**src/rtl/alu_operand_seq.sv**
```systemverilog
// Operand sequencer for a shared-bus ALU: loads two operands, drives one
// execute cycle, then reads back the result and flags.
module alu_operand_seq #(
  parameter int              DATA_W = 8,
  parameter int              OP_W   = 5,
  parameter logic [OP_W-1:0] OP_NOP = '0
) (
  input  logic              i_clk,
  input  logic              i_reset,
  input  logic              i_start,
  input  logic [OP_W-1:0]   i_op,
  input  logic [DATA_W-1:0] i_data,
  input  logic              i_data_valid,
  input  logic              i_abort,
  input  logic [DATA_W-1:0] i_result,
  input  logic [3:0]        i_nzcv,
  output logic              o_ready,
  output logic [DATA_W-1:0] o_bus_a,
  output logic [DATA_W-1:0] o_bus_b,
  output logic              o_bus_en,
  output logic [OP_W-1:0]   o_alu_op,
  output logic              o_alu_read,
  output logic [DATA_W-1:0] o_result,
  output logic [3:0]        o_nzcv,
  output logic              o_done
);

  typedef enum logic [2:0] {
    IDLE,
    LOAD_A,
    LOAD_B,
    EXEC,
    CAPTURE
  } state_t;

  state_t          state;
  state_t          state_nxt;
  logic [OP_W-1:0] op_q;

  // NOTE: sequential state uses non-blocking assignments so every register
  // samples its inputs from the same pre-edge values.
  always_ff @(posedge i_clk) begin
    if (i_reset) state <= IDLE;
    else         state <= state_nxt;
  end

  // Abort wins over a coincident operand; once in EXEC the operation is committed.
  always_comb begin
    // NOTE: defaulting before the case keeps this block free of inferred latches.
    state_nxt = state;
    case (state)
      IDLE:    if (i_start) state_nxt = LOAD_A;
      LOAD_A: begin
        if (i_abort)           state_nxt = IDLE;
        else if (i_data_valid) state_nxt = LOAD_B;
      end
      LOAD_B: begin
        if (i_abort)           state_nxt = IDLE;
        else if (i_data_valid) state_nxt = EXEC;
      end
      EXEC:    state_nxt = CAPTURE;
      CAPTURE: state_nxt = IDLE;
      default: state_nxt = IDLE;
    endcase
  end

  always_comb begin
    o_ready    = 1'b0;
    o_bus_en   = 1'b0;
    o_alu_op   = OP_NOP;
    o_alu_read = 1'b0;
    case (state)
      IDLE:    o_ready = 1'b1;
      EXEC: begin
        o_bus_en = 1'b1;
        o_alu_op = op_q;
      end
      CAPTURE: o_alu_read = 1'b1;
      default: ;
    endcase
  end

  always_ff @(posedge i_clk) begin
    if (i_reset) begin
      op_q     <= OP_NOP;
      o_bus_a  <= '0;
      o_bus_b  <= '0;
      o_result <= '0;
      o_nzcv   <= 4'b0000;
      o_done   <= 1'b0;
    end else begin
      o_done <= (state == CAPTURE);
      case (state)
        IDLE:    if (i_start) op_q <= i_op;
        LOAD_A:  if (!i_abort && i_data_valid) o_bus_a <= i_data;
        LOAD_B:  if (!i_abort && i_data_valid) o_bus_b <= i_data;
        CAPTURE: begin
          o_result <= i_result;
          o_nzcv   <= i_nzcv;
        end
        default: ;
      endcase
    end
  end

endmodule

```
**config.mk**
```make
export PLATFORM = sky130hd
export DESIGN_NAME = alu_operand_seq
export DESIGN_NICKNAME = d
export VERILOG_FILES = /design/src/rtl/alu_operand_seq.sv
export SDC_FILE = /design/constraint.sdc
export NUM_CORES = 1
export LEC_CHECK = 0
export CORE_MARGIN = 2
export CORE_UTILIZATION = 30
export CTS_BUF_LIST = sky130_fd_sc_hd__clkbuf_8 sky130_fd_sc_hd__clkbuf_16
export DETAILED_ROUTE_END_ITERATION = 10
export SKIP_LAST_GASP = 1
export SLEW_MARGIN = 5
export SYNTH_ARGS = -nofsm -noshare
export SYNTH_HDL_FRONTEND = slang
export SYNTH_SLANG_ARGS = --single-unit
```
**constraint.sdc**
```tcl
create_clock -name i_clk -period 1.3 [get_ports i_clk]
set_input_delay 0.26 -clock i_clk [delete_from_list [all_inputs] [get_ports i_clk]]
set_output_delay 0.26 -clock i_clk [all_outputs]
set_load 0.1 [all_outputs]
```
==> load_flow_metrics.sql <==
INSERT INTO impl_metrics (metric_group, metric, value, unit) VALUES
('outcome', 'status', 'finished with violations', ''),
('outcome', 'violations', 'negative setup slack', ''),
('min_path', 'min_path_cells', '1', ''),
('sta', 'slew_headroom', '79.3', '%'),
('sta', 'final_hold_viol_count', '0', ''),
('sta', 'tightest_slew', '306', 'ps'),
('routing', 'detail_route.drc_violations', '0', ''),
('routing', 'ant_nets', '0', ''),
('final_layout', 'synthToLayoutAreaGrowth', '95.1', '%'),
('clocking', 'clock_sinks', '37', ''),
('sta', 'count_of_pins_over_their_slew_limit', '0', ''),
('placement', 'pre_cts_slack', '-259', 'ps'),
('critical_path', 'critPathCaptureType', 'primary output', ''),
('critical_path', 'depth_of_the_worst_register_to_register_path', '6', ''),
('logic_synthesis', 'synthCells', '143', ''),
('logic_synthesis', 'ys_top_cells_by_area', 'dfxtp_1 48%, mux2i_1 21%, nand2b_1 10%', ''),
('logic_synthesis', 'average_instance_area_after_synthesis', '10.8', 'um2'),
('die', 'design.die.area', '5710', 'um2'),
('logic_synthesis', 'yosysUniqueCellTypes', '22', ''),
('logic_synthesis', 'synth_sequential_area_ratio', '48.2', '%'),
('sta', 'skew', '4.23', 'ps'),
('die', 'boundaryPins', '67', ''),
('global_route', 'gr-usage-met3', '5.95', '%'),
('clocking', 'cts.path.max_buffers', '2', ''),
('global_route', 'grt_max_degree', '16', ''),
('critical_path', 'worst-setup-path-type', 'reg2out', ''),
('sta', 'final.period_utilization', '115', '%'),
('logic_synthesis', 'ys.flop_type', 'dfxtp_1', ''),
('global_route', 'grt_util_met1', '17.6', '%'),
('critical_path', 'crit_path_max_fanout', '6', ''),
('placement', 'place_congestion', '0.822', ''),
('logic_synthesis', 'synth-edff-count', '0', ''),
('power_and_ir_drop', 'vdd_drop_max', '0.000493', 'V'),
('logic_synthesis', 'post_synth_instance_area', '1540', 'um2'),
('placement', 'hpwlAfterDp', '3030', 'um'),
('die', 'die_y', '75.6', 'um'),
('routing', 'vias_per_cell', '4.46', ''),
('routing', 'dr_total_vias', '1339', ''),
('global_route', 'global_route.usage.met2', '24.3', '%'),
('final_layout', 'drive_gt1_share', '36.5', '%'),
('logic_synthesis', 'synthDominantAreaCellType', 'dfxtp_1', ''),
('placement', 'numPlacedInstances', '286', ''),
('final_layout', 'antenna_cells', '0', ''),
('critical_path', 'critPathArrivalTime', '1240', 'ps'),
('routing', 'total_wire_length', '4000', 'um'),
('logic_synthesis', 'yosysMostFrequentCell', 'dfxtp_1', ''),
('clocking', 'numCtsBuffers', '5', ''),
('logic_synthesis', 'synth_seq_cells', '37', ''),
('logic_synthesis', 'syn_nets', '173', ''),
('global_route', 'grt_pass1_wl', '6260', 'um'),
('clocking', 'clkTransAtPathRegs', '70', 'ps'),
('global_route', 'global_route.peak_usage_layer', 'met2', ''),
('routing', 'drt_first_iter_violations', '35', ''),
('sta', 'min_period', '1500', 'ps'),
('logic_synthesis', 'synth.yosys.warnings', '0', ''),
('final_layout', 'fin_nets', '260', ''),
('power_and_ir_drop', 'static-leakage-power', '0.00119', 'uW'),
('logic_synthesis', 'synth_async_sr_flop_share', '0', '%'),
('placement', 'port-buffer-count', '66', ''),
('critical_path', 'r2r_setup_slack', '-60', 'ps'),
('sta', 'final-setup-viol-count', '24', ''),
('global_route', 'gr-total-overflow', '0', ''),
('min_path', 'type_of_the_worst_min_delay_path', 'reg2reg', ''),
('sta', 'finalWorstSetupSlack', '-198', 'ps'),
('sta', 'worst_hold_slack', '476', 'ps'),
('logic_synthesis', 'yosysTopAreaCellShare', '48.2', '%'),
('clocking', 'cts_root_buf', 'clkbuf_8', ''),
('die', 'floorplan.initialDensity', '30.7', '%'),
('power_and_ir_drop', 'power_density', '789', 'nW/um2'),
('clocking', 'clock_insertion_delay_at_the_later_pin_of_the_skew_report', '290', 'ps'),
('final_layout', 'layout.filler_cells', '422', '');
[worst max-delay path: stages (launching register included)]
cell	delay (ps)
dfxtp_4	400
nand2_4	70
nor2_4	140
and2_4	180
buf_12	160
[per-stage QoR]
step           area (um2)  util (%)
5_1_grt              3000      59.9
3_5_place_dp         2790      55.7
2_1_floorplan        1590         -
6_report             3000      59.9
3_3_place_gp         2790      55.7
4_1_cts              2920      58.3
[cells in the final DEF (no fill, tap or decap), types with 2 or more instances in the layout]
cell type / synthesis / final
buf_12: 0 / 41
dfxtp_1: 37 / 34
mux2i_1: 33 / 33
clkdlybuf4s50_1: 0 / 29
nand2b_1: 25 / 25
nor2_1: 18 / 17
buf_4: 1 / 12
clkbuf_8: 0 / 6
buf_6: 2 / 6
and2_4: 0 / 5
nor3_1: 4 / 3
dfxtp_4: 0 / 3
nor3_4: 1 / 2
[state kept, by name (all words and copies together), names as in the netlist]
register  count
o_bus_a       8
op_q          5
o_nzcv        4
o_bus_b       8
o_done        1
state         3
o_result      8
[logic make-up (layout without fill, tap and decap cells)]
group                  Yosys count  in the layout  synth area share (%)
buffers and inverters            9             96                  4.23
muxes                           34             34                  22.2
DFF                             37             37                  48.2
and+or+nand+nor                 63             63                  25.4
[path summary, 6_finish.rpt]
check | end | start
hold reg to reg | state[2] | state[2]
setup reg to reg | o_bus_b[2] | state[0]
setup / recovery | o_alu_op[3] | state[0]
hold / removal | state[2] | state[2]
[report_power, final]
group          total (uW)  internal, uW  switching [uW]  leakage, uW
clock network         820           419             401    0.0000433
registers            1170          1150            21.0     0.000302
logic                 377           208             169     0.000844
total                2370          1780             590      0.00119
[layer usage]
layer	up-vias	wire, um	share of wire [%]
met5	-	0	0
met4	0	46	1.2
met3	5	273	6.8
met2	48	2000	50
met1	633	1680	42
li1	653	-	-
[final cells by class]
class	count	area (um2)	area share, %
clock buffer	6	82.6	2.75
clock inverter	1	7.51	0.250
multi-input combinational	97	777	25.9
sequential	37	752	25.1
tap	70	87.6	2.92
timing repair buffer	89	1290	43.1
[what timing repair did]
action / CTS / global route
buffers inserted: 4 / 2
pin swaps: 6 / 4
resized for setup: 4 / 10
cloned: 0 / 1
setup endpoints to repair: 16 / 34
Power figures use the tool's default switching activity.
